==> config.mk <==
export PLATFORM = sky130hd
export DESIGN_NAME = laa_dispatch
export DESIGN_NICKNAME = d
export VERILOG_FILES = /design/src/rtl/laa_pkg.sv /design/src/rtl/laa_ins_fifo.sv /design/src/rtl/laa_dispatch.sv
export SDC_FILE = /design/constraint.sdc
export NUM_CORES = 1
export LEC_CHECK = 0
export ABC_AREA = 1
export CORE_MARGIN = 3
export CORE_UTILIZATION = 35
export DETAILED_ROUTE_END_ITERATION = 8
export HOLD_SLACK_MARGIN = 0.1
export PLACE_DENSITY_LB_ADDON = 0.25
export SYNTH_ARGS = -nofsm -noshare
export SYNTH_HDL_FRONTEND = slang
export SYNTH_HIERARCHICAL = 1
export SYNTH_SLANG_ARGS = --single-unit
==> constraint.sdc <==
create_clock -name clk -period 7.65 [get_ports clk]
set_input_delay 1.1475 -clock clk [delete_from_list [all_inputs] [get_ports clk]]
set_output_delay 1.1475 -clock clk [all_outputs]
set_load 0.03 [all_outputs]
==> src/rtl/laa_pkg.sv <==
// Shared constants and types for the LAA issue path: custom-0 opcode,
// funct encodings and the dispatcher state type.
package laa_pkg;

    localparam logic [6:0] LAA_CUSTOM0 = 7'b0001011;

    localparam logic [4:0] LAA_F_WRITE = 5'b00010;
    localparam logic [4:0] LAA_F_READ  = 5'b00001;
    localparam logic [4:0] LAA_F_MUL   = 5'b00011;

    typedef enum logic [1:0] {
        IDLE,
        ISSUE,
        EXEC
    } laa_disp_state_t;

    typedef enum logic [4:0] {
        LAA_WRITE = 5'b00010,
        LAA_READ  = 5'b00001,
        LAA_MUL   = 5'b00011
    } LAA_opcode;

    // Only these three functs are understood by the LAA decoder.
    function automatic logic laa_funct_legal(input logic [4:0] funct);
        logic ok;
        ok = 1'b0;
        case (funct)
            LAA_F_WRITE, LAA_F_READ, LAA_F_MUL: ok = 1'b1;
            default:                            ok = 1'b0;
        endcase
        return ok;
    endfunction

endpackage

==> src/rtl/laa_ins_fifo.sv <==
// Synchronous instruction/operand FIFO. Full and empty come from the
// registered occupancy so the stall path never compares pointers.
module laa_ins_fifo
    import laa_pkg::*;
#(
    parameter int WIDTH = 96,
    parameter int DEPTH = 4
) (
    input  logic                       clk,
    input  logic                       Rst,
    input  logic                       push,
    input  logic [WIDTH-1:0]           din,
    input  logic                       pop,
    output logic [WIDTH-1:0]           dout,
    output logic                       full,
    output logic                       empty,
    output logic [$clog2(DEPTH+1)-1:0] count
);

    localparam int AW = $clog2(DEPTH);
    localparam int CW = $clog2(DEPTH + 1);

    logic [WIDTH-1:0] mem [DEPTH];
    logic [AW-1:0]    wr_ptr;
    logic [AW-1:0]    rd_ptr;
    logic             do_push;
    logic             do_pop;

    assign full    = (count == CW'(DEPTH));
    assign empty   = (count == '0);
    assign do_push = push & ~full;
    assign do_pop  = pop & ~empty;
    assign dout    = mem[rd_ptr];

    always_ff @(posedge clk) begin
        if (do_push) begin
            mem[wr_ptr] <= din;
        end
    end

    // DEPTH is a power of two, so pointers wrap by plain overflow.
    always_ff @(posedge clk) begin
        if (Rst) begin
            wr_ptr <= '0;
            rd_ptr <= '0;
            count  <= '0;
        end else begin
            if (do_push) begin
                wr_ptr <= wr_ptr + AW'(1);
            end
            if (do_pop) begin
                rd_ptr <= rd_ptr + AW'(1);
            end
            case ({do_push, do_pop})
                2'b10:   count <= count + CW'(1);
                2'b01:   count <= count - CW'(1);
                default: count <= count;
            endcase
        end
    end

endmodule

==> src/rtl/laa_dispatch.sv <==
// LAA issue stage: classifies custom-0 instructions from IF/ID, queues them
// with their operands and presents them one at a time to the LAA decoder.
module laa_dispatch
    import laa_pkg::*;
#(
    parameter int DEPTH = 4,
    parameter int XLEN  = 32
) (
    input  logic                       clk,
    input  logic                       Rst,
    input  logic                       ins_valid,
    input  logic [31:0]                ins,
    input  logic [XLEN-1:0]            rs1_data,
    input  logic [XLEN-1:0]            rs2_data,
    output logic                       laa_stall,
    output logic [31:0]                laa_ins,
    output logic [XLEN-1:0]            laa_rs1,
    output logic [XLEN-1:0]            laa_rs2,
    input  logic                       laa_busy,
    output logic                       laa_pending,
    output logic                       err_illegal,
    output logic [$clog2(DEPTH+1)-1:0] count
);

    localparam int W = 32 + 2 * XLEN;

    laa_disp_state_t state;
    laa_disp_state_t state_next;

    logic         is_laa;
    logic         legal;
    logic         push;
    logic         pop;
    logic         load;
    logic         clear;
    logic         full;
    logic         empty;
    logic [W-1:0] head;
    logic [1:0]   exec_cnt;
    logic         exec_done;

    assign is_laa      = ins_valid & (ins[6:0] == LAA_CUSTOM0);
    assign legal       = laa_funct_legal(ins[11:7]);
    assign laa_stall   = is_laa & legal & full;
    assign push        = is_laa & legal & ~full;
    assign laa_pending = (count != '0) | (state != IDLE);

    laa_ins_fifo #(
        .WIDTH (W),
        .DEPTH (DEPTH)
    ) u_fifo (
        .clk   (clk),
        .Rst   (Rst),
        .push  (push),
        .din   ({ins, rs1_data, rs2_data}),
        .pop   (pop),
        .dout  (head),
        .full  (full),
        .empty (empty),
        .count (count)
    );

    always_ff @(posedge clk) begin
        if (Rst) begin
            state <= IDLE;
        end else begin
            state <= state_next;
        end
    end

    // The head stays in the FIFO while it is presented; it is popped only
    // when its hold ends, and every hold returns through IDLE for one gap cycle.
    always_comb begin
        state_next = state;
        load       = 1'b0;
        clear      = 1'b0;
        pop        = 1'b0;
        unique case (state)
            IDLE: begin
                if (!empty) begin
                    load       = 1'b1;
                    state_next = ISSUE;
                end
            end
            ISSUE: begin
                if (laa_ins[11:7] == LAA_F_MUL) begin
                    state_next = EXEC;
                end else begin
                    pop        = 1'b1;
                    clear      = 1'b1;
                    state_next = IDLE;
                end
            end
            EXEC: begin
                if (exec_done) begin
                    pop        = 1'b1;
                    clear      = 1'b1;
                    state_next = IDLE;
                end
            end
            default: state_next = IDLE;
        endcase
    end

    // Counts EXEC cycles so a MULTIPLY shows funct 11 for at least two of them.
    always_ff @(posedge clk) begin
        if (Rst || state != EXEC) begin
            exec_cnt <= '0;
        end else if (exec_cnt != 2'd3) begin
            exec_cnt <= exec_cnt + 2'd1;
        end
    end

    assign exec_done = (exec_cnt != '0) & ~laa_busy;

    always_ff @(posedge clk) begin
        if (Rst) begin
            laa_ins     <= '0;
            laa_rs1     <= '0;
            laa_rs2     <= '0;
            err_illegal <= 1'b0;
        end else begin
            err_illegal <= is_laa & ~legal;
            if (load) begin
                {laa_ins, laa_rs1, laa_rs2} <= head;
            end else if (clear) begin
                laa_ins <= '0;
                laa_rs1 <= '0;
                laa_rs2 <= '0;
            end
        end
    end

endmodule

Yosys cells after proc, flatten, opt, wreduce, memory -nomap -nowiden

Memories as Yosys holds them, arrays and structs flattened. A register that Yosys moved wholly into a read port is not among the register bits.
Cells that the tools add are included.
Widths: inputs -> output; s select.

Input port bits: 100
Bits in writable memories: 384
Output and inout port bits: 102
Memories: 1
Register bits after elaboration: 108

Memory list:

| memory     | depth | bits a word | rd ports | clocked after Yosys merged registers in | wr ports | RTL line           | source |
|---|---|---|---|---|---|---|---|
| u_fifo.mem | 4     | 96          | 1        | 1                                       | 1        | laa_ins_fifo.sv:23 | `logic [WIDTH-1:0] mem [DEPTH];` |

Reductions and logical operators: 10
Bitwise logic cells: 13
Equal/unequal tests: 14
Multiplexer cells: 19
$add $sub $neg: 5

Operators by type and width:

| cell                | count |
|---|---|
| $mux 32             | 4 |
| $eq 5x2->1 const B  | 3 |
| $mux 2              | 5 |
| $and 1x1->1         | 8 |
| $ne 2x2->1 const B  | 4 |
| $reduce_bool 2->1   | 4 |
| $eq 7x4->1 const B  | 1 |
| $mux 1              | 7 |
| $add 2x1->2 const B | 3 |
| $pmux 2 s3          | 1 |
| $pmux 3 s2          | 1 |
| $eq 5x1->1 const B  | 1 |
| $eq 2x1->1 const B  | 2 |
| $eq 2x2->1 const B  | 2 |
| $not 1->1           | 4 |
| $add 3x1->3 const B | 1 |
| $eq 3x3->1 const B  | 1 |
| $logic_not 3->1     | 1 |
| $reduce_bool 3->1   | 1 |
| $reduce_or 3->1     | 1 |
| $sub 3x1->3 const B | 1 |
| $logic_not 2->1     | 1 |
| $pmux 1 s2          | 1 |
| $reduce_and 2->1    | 1 |
| 2 further kinds     | 2 |

Logic depth before layout (Yosys ltp)

Gate-level depths: netlist (run 1).

Depth after elaboration: 8
Gate-level depth with buffers: 19
Depth with buffers taken out: 18

Cells and area by module

The synthesis (run 1) kept the hierarchy.

By module, submodules not included:

| module       | area each (µm²) | cells each | instances | seq. area each (µm²) |
|---|---|---|---|---|
| laa_ins_fifo | 14,767.9        | 998        | 1         | 11,711.2 |
| laa_dispatch | 4,142.7         | 484        | 1         | 2,021.9 |

Least setup slack after synthesis (run 1)

Ideal clock, no wire load.

Path kind: in2reg
From: input port ins[10]
To: memory u_fifo.mem[0][0] (enable)
Setup slack: 1.019 ns
Data required time: 7.098 ns
Arrival: 6.079 ns
Setup time: 0.552 ns
Cell stages on the path: 7
Cell sequence: nor2_1 -> inv_1 -> nor3_1 -> inv_1 -> nor3_1 -> nand2_1 -> nor2_1

Word-level cells in the longest chain between the ends: 8
Elaborated cells between the ends (all ways): 10
Those cells by class: eq/ne: 3; mux: 3; bitwise: 3; reduce/logical: 1

RTL lines:

| element                                         | RTL line           | source |
|---|---|---|
| start, declared                                 | laa_dispatch.sv:12 | `input logic [31:0] ins,` |
| $eq 5x2->1 / $eq 5x1->1 (equally long branches) | laa_pkg.sv:27      | `case (funct)` |
| $reduce_or 3->1 *                               | laa_pkg.sv:27      |  |
| $mux 1 *                                        | laa_pkg.sv:27      |  |
| $and 1x1->1 * (2 in a row)                      | laa_dispatch.sv:45 | `assign push = is_laa & legal & ~full;` |
| via push                                        | laa_dispatch.sv:32 | `logic push;` |
| $and 1x1->1 *                                   | laa_ins_fifo.sv:31 | `assign do_push = push & ~full;` |
| $mux 1 *                                        | laa_ins_fifo.sv:36 | `if (do_push) begin` |
| $mux 1 (not written as such) *                  | laa_ins_fifo.sv:37 | `mem[wr_ptr] <= din;` |
| end, declared                                   | laa_ins_fifo.sv:23 |  |

Mark *: on every way through the listed nets, which the timed path passes. The rest lies on a longest branch.

Worst setup path in the final report (run 1)

From: input port ins[7]
To: output port laa_stall

Word-level cells in the longest chain between the ends: 5
Elaborated cells between the ends (all ways): 7
Those cells by class: eq/ne: 3; mux: 1; bitwise: 2; reduce/logical: 1

RTL lines:

| element                                         | RTL line           | source |
|---|---|---|
| $eq 5x2->1 / $eq 5x1->1 (equally long branches) | laa_pkg.sv:27      |  |
| $reduce_or 3->1 *                               | laa_pkg.sv:27      |  |
| $mux 1 *                                        | laa_pkg.sv:27      |  |
| $and 1x1->1 * (2 in a row)                      | laa_dispatch.sv:44 | `assign laa_stall = is_laa & legal & full;` |
| end, declared                                   | laa_dispatch.sv:15 | `output logic laa_stall,` |

Mark *: on every way between the ends. The rest lies on a longest branch, timed or not.

==> results of run 1 <==
-- power by group through the flow --
stage / clock [mW] / sequential (mW) / combinational (mW)
after CTS: 2.73 / 2.90 / 0.240
after global placement: 0 / 2.95 / 0.234
after floorplan: 0 / 2.96 / 0.133
after global routing: 2.84 / 2.90 / 0.256
after detailed placement: 0 / 2.95 / 0.238
final: 2.66 / 2.90 / 0.233
-- cells in the final DEF (no fill, tap or decap), types with 2 or more instances in the layout --
cell type,Yosys,layout
clkbuf_16,0,55
dfxtp_4,0,2
clkinv_2,0,13
clkdlybuf4s50_1,0,200
clkinv_1,0,7
clkinv_8,0,2
o21ai_0,105,105
ha_1,11,11
edfxtp_1,384,384
dfxtp_1,110,108
inv_1,29,29
clkbuf_1,30,10
nand3_2,30,30
nor2_4,1,5
o21ai_1,91,91
nand2_1,116,116
buf_12,3,4
a21oi_2,30,30
nor3b_1,2,2
nand4_1,2,2
a21oi_1,76,76
bufinv_16,0,7
clkbuf_8,0,8
diode_2,0,2
nor3_1,4,4
o22ai_1,96,96
nor2_1,210,206
buf_4,10,14
nand3_1,72,72
-- worst register-to-register path: cells and delay by family, from the launching register on --
| kind | cells | cell delay, ns |
|---|---|---|
| flops | 1 | 0.42 |
| buf+inv | 3 | 0.75 |
| simple gates | 4 | 1.82 |
-- layer usage --
layer | vias up | routed length (um) | GRT usage
li1 | 5751 | - | -
met1 | 5973 | 21400 | 0.219
met2 | 280 | 22200 | 0.268
met3 | 90 | 2510 | 0.0380
met4 | 14 | 1130 | 0.0506
met5 | - | 100 | 0
-- flip-flops by register name (all words and copies together), names as in the netlist, named ones only --
| register | count |
|---|---|
| laa_ins | 32 |
| u_fifo/rd_ptr | 2 |
| u_fifo/count | 3 |
| exec_cnt | 2 |
| err_illegal | 1 |
| state | 2 |
| laa_rs1 | 32 |
| laa_rs2 | 32 |
| u_fifo/mem | 384 |
| u_fifo/wr_ptr | 2 |
-- cell families (layout without fill, tap and decap cells) --
group	Yosys count	count (layout)	share of synthesized area
AO/OA/AOI/OAI	399	399	0.118
AND/OR/NAND/NOR	441	441	0.104
flip-flops	494	494	0.726
adder cells (fa/ha/maj)	12	12	0.00834
other	0	2	0
buffers and inverters	136	353	0.0433
-- final timing paths --
path	slack, ns	cells past startpoint	from	to
worst max-delay path	3.04	6	ins[7]	laa_stall
worst min-delay path	0.47	2	laa_rs2[26]$_SDFFE_PP0P_	laa_rs2[26]$_SDFFE_PP0P_
worst max register to register	4.27	7	u_fifo/count[1]$_SDFFE_PP0P_	u_fifo/mem[3][43]$_DFFE_PP_
worst min register to register	0.47	2	laa_rs2[26]$_SDFFE_PP0P_	laa_rs2[26]$_SDFFE_PP0P_
-- layout make-up --
| type | count | area share |
|---|---|---|
| inverters | 33 | 0.00572 |
| clock buffers | 73 | 0.0657 |
| flip-flops and latches | 494 | 0.593 |
| diodes | 2 | 0.000216 |
| repair buffers | 218 | 0.0943 |
| well taps | 688 | 0.0371 |
| multi-input cells | 852 | 0.190 |
| clock inverters | 29 | 0.0146 |
==> out/qor.yml, run 1 <==
run_status:
  status: "finished clean"
placement:
  gp_congestion: 0.717
  preCtsSetupSlack_ns: 2.80
  place_hpwl_um: 27400
  place_inst: 2285
  port_buffers: 201
  post_dp_cell_area_sq_um: 21300
power_and_ir_drop:
  p_sw_mw: 1.19
  irDropWorstVdd_v: 0.000193
  seqPwrFrac: 0.500
  swShare: 0.205
  p_clk_frac: 0.460
  combPwrFrac: 0.040
  finalPower_mw: 5.79
  internal_power_mw: 4.60
  leakage_nw: 7.44
  p_per_area_nw_per_um2: 250
yosys:
  ys.flop_type: "edfxtp_1"
  async_flop_share: 0
  synthTopCellsByArea: "edfxtp_1 (61%), dfxtp_1 (12%), nor2_1 (4.2%), o22ai_1 (3.2%), o21ai_0 (2.8%)"
  synth_top_area_frac: 0.610
  synthCells: 1482
  ys_types: 33
  synth_edf_count: 384
  syn-num-nets: 1594
  synth.most_common_cell: "edfxtp_1"
  avgSynthCellArea_sq_um: 12.8
  synth_common_cells: "edfxtp_1 (384), nor2_1 (210), nand2_1 (116)"
  ys_seq_area_frac: 0.726
  ys.warnings.count: 6
  yosysTopAreaCell: "edfxtp_1"
  ys_ff_latch: 494
  synth.cell_area_sq_um: 18900
setup_path:
  worst_ep_required_time_ns: 6.50
  cp.arrival_ns: 3.46
  critPathKind: "input pin to output pin"
  endpoint_kind: "output pin"
  crit_family: "buffers and inverters"
  cpMostUsedCell: "clkdlybuf4s50_1"
  critPathSlowestCell: "clkdlybuf4s50_1"
  cp-start-kind: "input pin"
  path_buf_inv: 3
  worst-path-max-fanout: 5
  critPathMaxStageDelay_ns: 0.76
  crit_path_cell_trace: "clkdlybuf4s50_1 -> nor2_1 -> nor3_1 -> inv_1 -> nor3b_1 -> clkdlybuf4s50_1"
cells_and_area:
  layout.nets: 1765
  fin_util: 0.438
  n_fill_cell: 4851
  final-seq-area_sq_um: 13700
  fin_area_sq_um: 23200
  area_growth_pct: 22.6
  multi_input_area_sq_um: 4390
  drive_gt1_frac: 0.104
  fin_cells: 2389
routing:
  drc_errors: 0
  drtIter0Drc: 884
  totalWireLength_um: 47400
  dr.pass1.iters: 5
  wl_per_cell_um: 19.8
  ant_nets: 0
  vias: 12108
  viasPerCell: 5.07
clock_network:
  root_buffer: "clkbuf_16"
  cts.sinks: 494
  cts_buffer_depth: 3
  cts_tree: "done"
  clkSlewWorstSetupHoldPaths_ns: 0.05
  clk_latency_ns: 0.59
  numCtsBuffers: 54
  post_cts_resized: 0
  h-tree-depth: 2
  post_cts_buffers: 0
  postCtsHoldBufs: 0
global_route:
  gr-total-overflow: 0
  grt_pass1_wl_um: 71800
  antenna_found_initial: 8
  grt_pass1_vias: 12126
  grt_max_degree: 105
  track_usage: 0.164
floorplan:
  die_w_um: 238
  start_util: 0.357
  die_h_um: 238
  dieArea_sq_um: 56900
  core_area_sq_um: 53000
  rows: 84
  io-pin-count: 202
hold_path:
  min_path_type: "register to register"
sta:
  fin_hold_ws_ns: 0.471
  hold_violations: 0
  fmax_mhz: 217
  rsz0062_at_grt: "false"
  tightest_slew_ns: 1.00
  max-slew-margin-rel: 0.331
  slew_violations: 0
  setup_ws_ns: 3.04
  clock_skew_ns: 0.0228
  fin_crit_sh: 0.603
  min_period_ns: 4.61
  setup_viol: 0
  finalSetupTns_ns: 0
job:
  cap_violations: 0
Note: power is estimated with default switching activity, not from simulation.
==> run 2, diff against run 1 <==
==> constraint.sdc (replaced) <==
create_clock -name clk -period 3.78 [get_ports clk]
set_input_delay 0.567 -clock clk [delete_from_list [all_inputs] [get_ports clk]]
set_output_delay 0.567 -clock clk [all_outputs]
set_load 0.03 [all_outputs]
==> run 2 against run 1 <==
Die area stayed put. Routed wire length is 0.40% lower. Sequential power is 100% higher. Clock power is 93% higher. Total power is 98% higher. Setup slack worse by 2.6 ns. Non-clock buffer count is 12 higher. Global-route usage hardly changed. Critical endpoint unchanged. Core utilization is 0.27 points higher.
==> out/qor.yml, run 2 (synthesized netlist as in run 1, its figures left out) <==
power_and_ir_drop:
  finalPower_mw: 11.5  # was 5.79 mW
  internal_power_mw: 9.07  # was 4.60 mW
  leakage_nw: 7.48  # was 7.44 nW
  irDropWorstVdd_v: 0.000331  # was 0.000193 V
  p_clk_frac: 0.448  # was 0.460
  seqPwrFrac: 0.511  # was 0.500
  combPwrFrac: 0.041  # was 0.040
  p_per_area_nw_per_um2: 492  # was 250 nW/um^2
  swShare: 0.210  # was 0.205
  p_sw_mw: 2.41  # was 1.19 mW
sta:
  hold_violations: 0  # unchanged
  fin_crit_sh: 0.874
  min_period_ns: 3.30
  slew_violations: 0  # unchanged
  setup_viol: 0  # unchanged
  setup_ws_ns: 0.476  # was 3.04 ns
  fmax_mhz: 303
  tightest_slew_ns: 0.976  # was 1.00 ns
  rsz0062_at_grt: "false"  # unchanged
  max-slew-margin-rel: 0.349  # was 0.331
  clock_skew_ns: 0.0190  # was 0.0228 ns
cells_and_area:
  final_common_cell: "edfxtp_1"  # unchanged
  n_fill_cell: 4836  # was 4,851
  layout_common_cells: "edfxtp_1 (384), nor2_1 (206), clkdlybuf4s50_1 (200), nand2_1 (116), dfxtp_1 (108)"  # unchanged
  area_growth_pct: 23.3  # was 22.6%
  regMostFlops: "u_fifo/mem"  # unchanged
  largest_reg_flops: 384  # unchanged
  layout.nets: 1776  # was 1,765
  drive_gt1_frac: 0.108  # was 0.104
floorplan:
  start_util: 0.357  # unchanged
  rows: 84  # unchanged
  die_h_um: 238  # unchanged
  core_area_sq_um: 53000  # unchanged
  dieArea_sq_um: 56900  # unchanged
  die_w_um: 238  # unchanged
  io-pin-count: 202  # unchanged
hold_path:
  holdPathStages: 2  # unchanged
  min_path_type: "register to register"  # unchanged
  hold-path-endpoint: "laa_rs1[4]$_SDFFE_PP0P_"  # was laa_rs2[26]$_SDFFE_PP0P_
  hold_path.startpoint: "laa_rs1[4]$_SDFFE_PP0P_"  # was laa_rs2[26]$_SDFFE_PP0P_
global_route:
  grt_pass1_vias: 12012  # was 12,126
  track_usage: 0.164  # about the same
  antenna_found_initial: 8  # unchanged
  gr-total-overflow: 0  # unchanged
  grt_max_degree: 193  # was 105
  grt_pass1_wl_um: 72300  # was 71,800 um
routing:
  drc_errors: 0  # unchanged
  vias: 12051  # was 12,108
  drtIter0Drc: 780  # was 884
  totalWireLength_um: 47200  # was 47,400 um
  dr.pass1.iters: 5  # unchanged
  viasPerCell: 5.02  # was 5.07
  ant_nets: 0  # unchanged
  wl_per_cell_um: 19.7  # was 19.8 um
setup_path:
  cp.arrival_ns: 2.74  # was 3.46 ns
  r2r_cells: 18  # was 7
  r2r_start: "exec_cnt[0]$_SDFFE_PP0P_"  # was u_fifo/count[1]$_SDFFE_PP0P_
  reg2reg_setup_slack_ns: 1.23  # was 4.27 ns
  cpMostUsedCell: "clkdlybuf4s50_1"  # unchanged
  worst_ep_required_time_ns: 3.21  # was 6.50 ns
  cp-start-kind: "input pin"  # unchanged
  crit_family: "buffers and inverters"  # unchanged
  endpoint_kind: "output pin"  # unchanged
  crit_path_cell_trace: "clkdlybuf4s50_1 -> nor2_1 -> nor3_1 -> buf_4 -> inv_1 -> nor3b_1 -> clkdlybuf4s50_1"  # was clkdlybuf4s50_1 -> nor2_1 -> nor3_1 -> inv_1 -> nor3b_1 -> clkdlybuf4s50_1
  path_buf_inv: 4  # was 3
  r2r_end: "u_fifo/count[2]$_SDFFE_PP0P_"  # was u_fifo/mem[3][43]$_DFFE_PP_
  worst-path-max-fanout: 5  # unchanged
  critPathMaxStageDelay_ns: 0.74  # was 0.76 ns
  critPathSlowestCell: "clkdlybuf4s50_1"  # unchanged
  critPathKind: "input pin to output pin"  # unchanged
clock_network:
  postCtsHoldBufs: 0  # unchanged
  h-tree-depth: 2  # unchanged
  post_cts_buffers: 0  # unchanged
  clkSlewWorstSetupHoldPaths_ns: 0.06  # was 0.05 ns
  numCtsBuffers: 53  # was 54
  post_cts_resized: 0  # unchanged
  cts.sinks: 494  # unchanged
  clk_latency_ns: 0.59  # about the same
  cts_tree: "done"  # unchanged
  cts_buffer_depth: 3  # unchanged
  root_buffer: "clkbuf_16"  # unchanged
placement:
  place_hpwl_um: 27100  # was 27,400 um
  preCtsSetupSlack_ns: 0.477  # was 2.80 ns
  gp_congestion: 0.740  # was 0.717
  port_buffers: 201  # unchanged
run_status:
  status: "finished clean"  # unchanged
job:
  cap_violations: 0  # unchanged
run 2: final cells by class:
| type | instances | area (sq um) | area share |
|---|---|---|---|
| clock inverter | 24 | 262 | 0.0112 |
| timing repair buffer | 230 | 2430 | 0.104 |
| inverter | 33 | 134 | 0.00574 |
| tap | 688 | 861 | 0.0369 |
| clock buffer | 74 | 1500 | 0.0642 |
| sequential | 494 | 13700 | 0.589 |
| antenna | 4 | 10.0 | 0.000429 |
| multi-input combinational | 852 | 4390 | 0.188 |
run 2: layer usage:
layer	share of wire	wire [um]	track usage
met5	0.0013	61	0
met4	0.018	869	0.0445
met3	0.061	2890	0.0380
met2	0.46	21800	0.264
met1	0.46	21600	0.226
run 2: worst max path at each step:
| stage | cells past startpoint | slack, ns | endpoint | start |
|---|---|---|---|---|
| final | 7 | 0.48 | laa_stall | ins[7] |
| after floorplan | 7 | -0.71 | u_fifo/mem[0][0]$_DFFE_PP_ | ins[10] |
| after global placement | 7 | 0.51 | laa_stall | ins[7] |
| after global routing | 6 | 0.36 | laa_stall | ins[0] |
| after CTS | 7 | 0.44 | laa_stall | ins[7] |
| after detailed placement | 7 | 0.48 | laa_stall | ins[7] |
run 2: stage by stage:
| stage | cell area (sq um) | hold WS [ns] | setup TNS, ns | util | cells |
|---|---|---|---|---|---|
| floorplan | 18900 | 0.448 | -272.14 | - | 1482 |
| global placement | 21600 | 0.464 | 0 | 0.407 | 2297 |
| detailed placement | 21600 | 0.466 | 0 | 0.407 | 2297 |
| CTS | 23300 | 0.476 | 0 | 0.440 | 2395 |
| global route | 23300 | 0.481 | 0 | 0.440 | 2395 |
| finish | 23300 | 0.471 | 0 | 0.440 | 2399 |
run 2: power by group through the flow:
stage / Combinational [mW] / Sequential, mW / Clock [mW]
floorplan: 0.269 / 5.98 / 0
global placement: 0.476 / 5.98 / 0
detailed placement: 0.482 / 5.98 / 0
CTS: 0.485 / 5.86 / 5.29
global route: 0.521 / 5.86 / 5.52
finish: 0.474 / 5.86 / 5.14
run 2: worst register-to-register path, delay by kind of cell (launching register included):
family / cells / cell delay [ns]
AND/OR/NAND/NOR: 9 / 0.88
adder cells (fa/ha/maj): 3 / 0.75
buffers and inverters: 6 / 0.46
flip-flops: 1 / 0.36
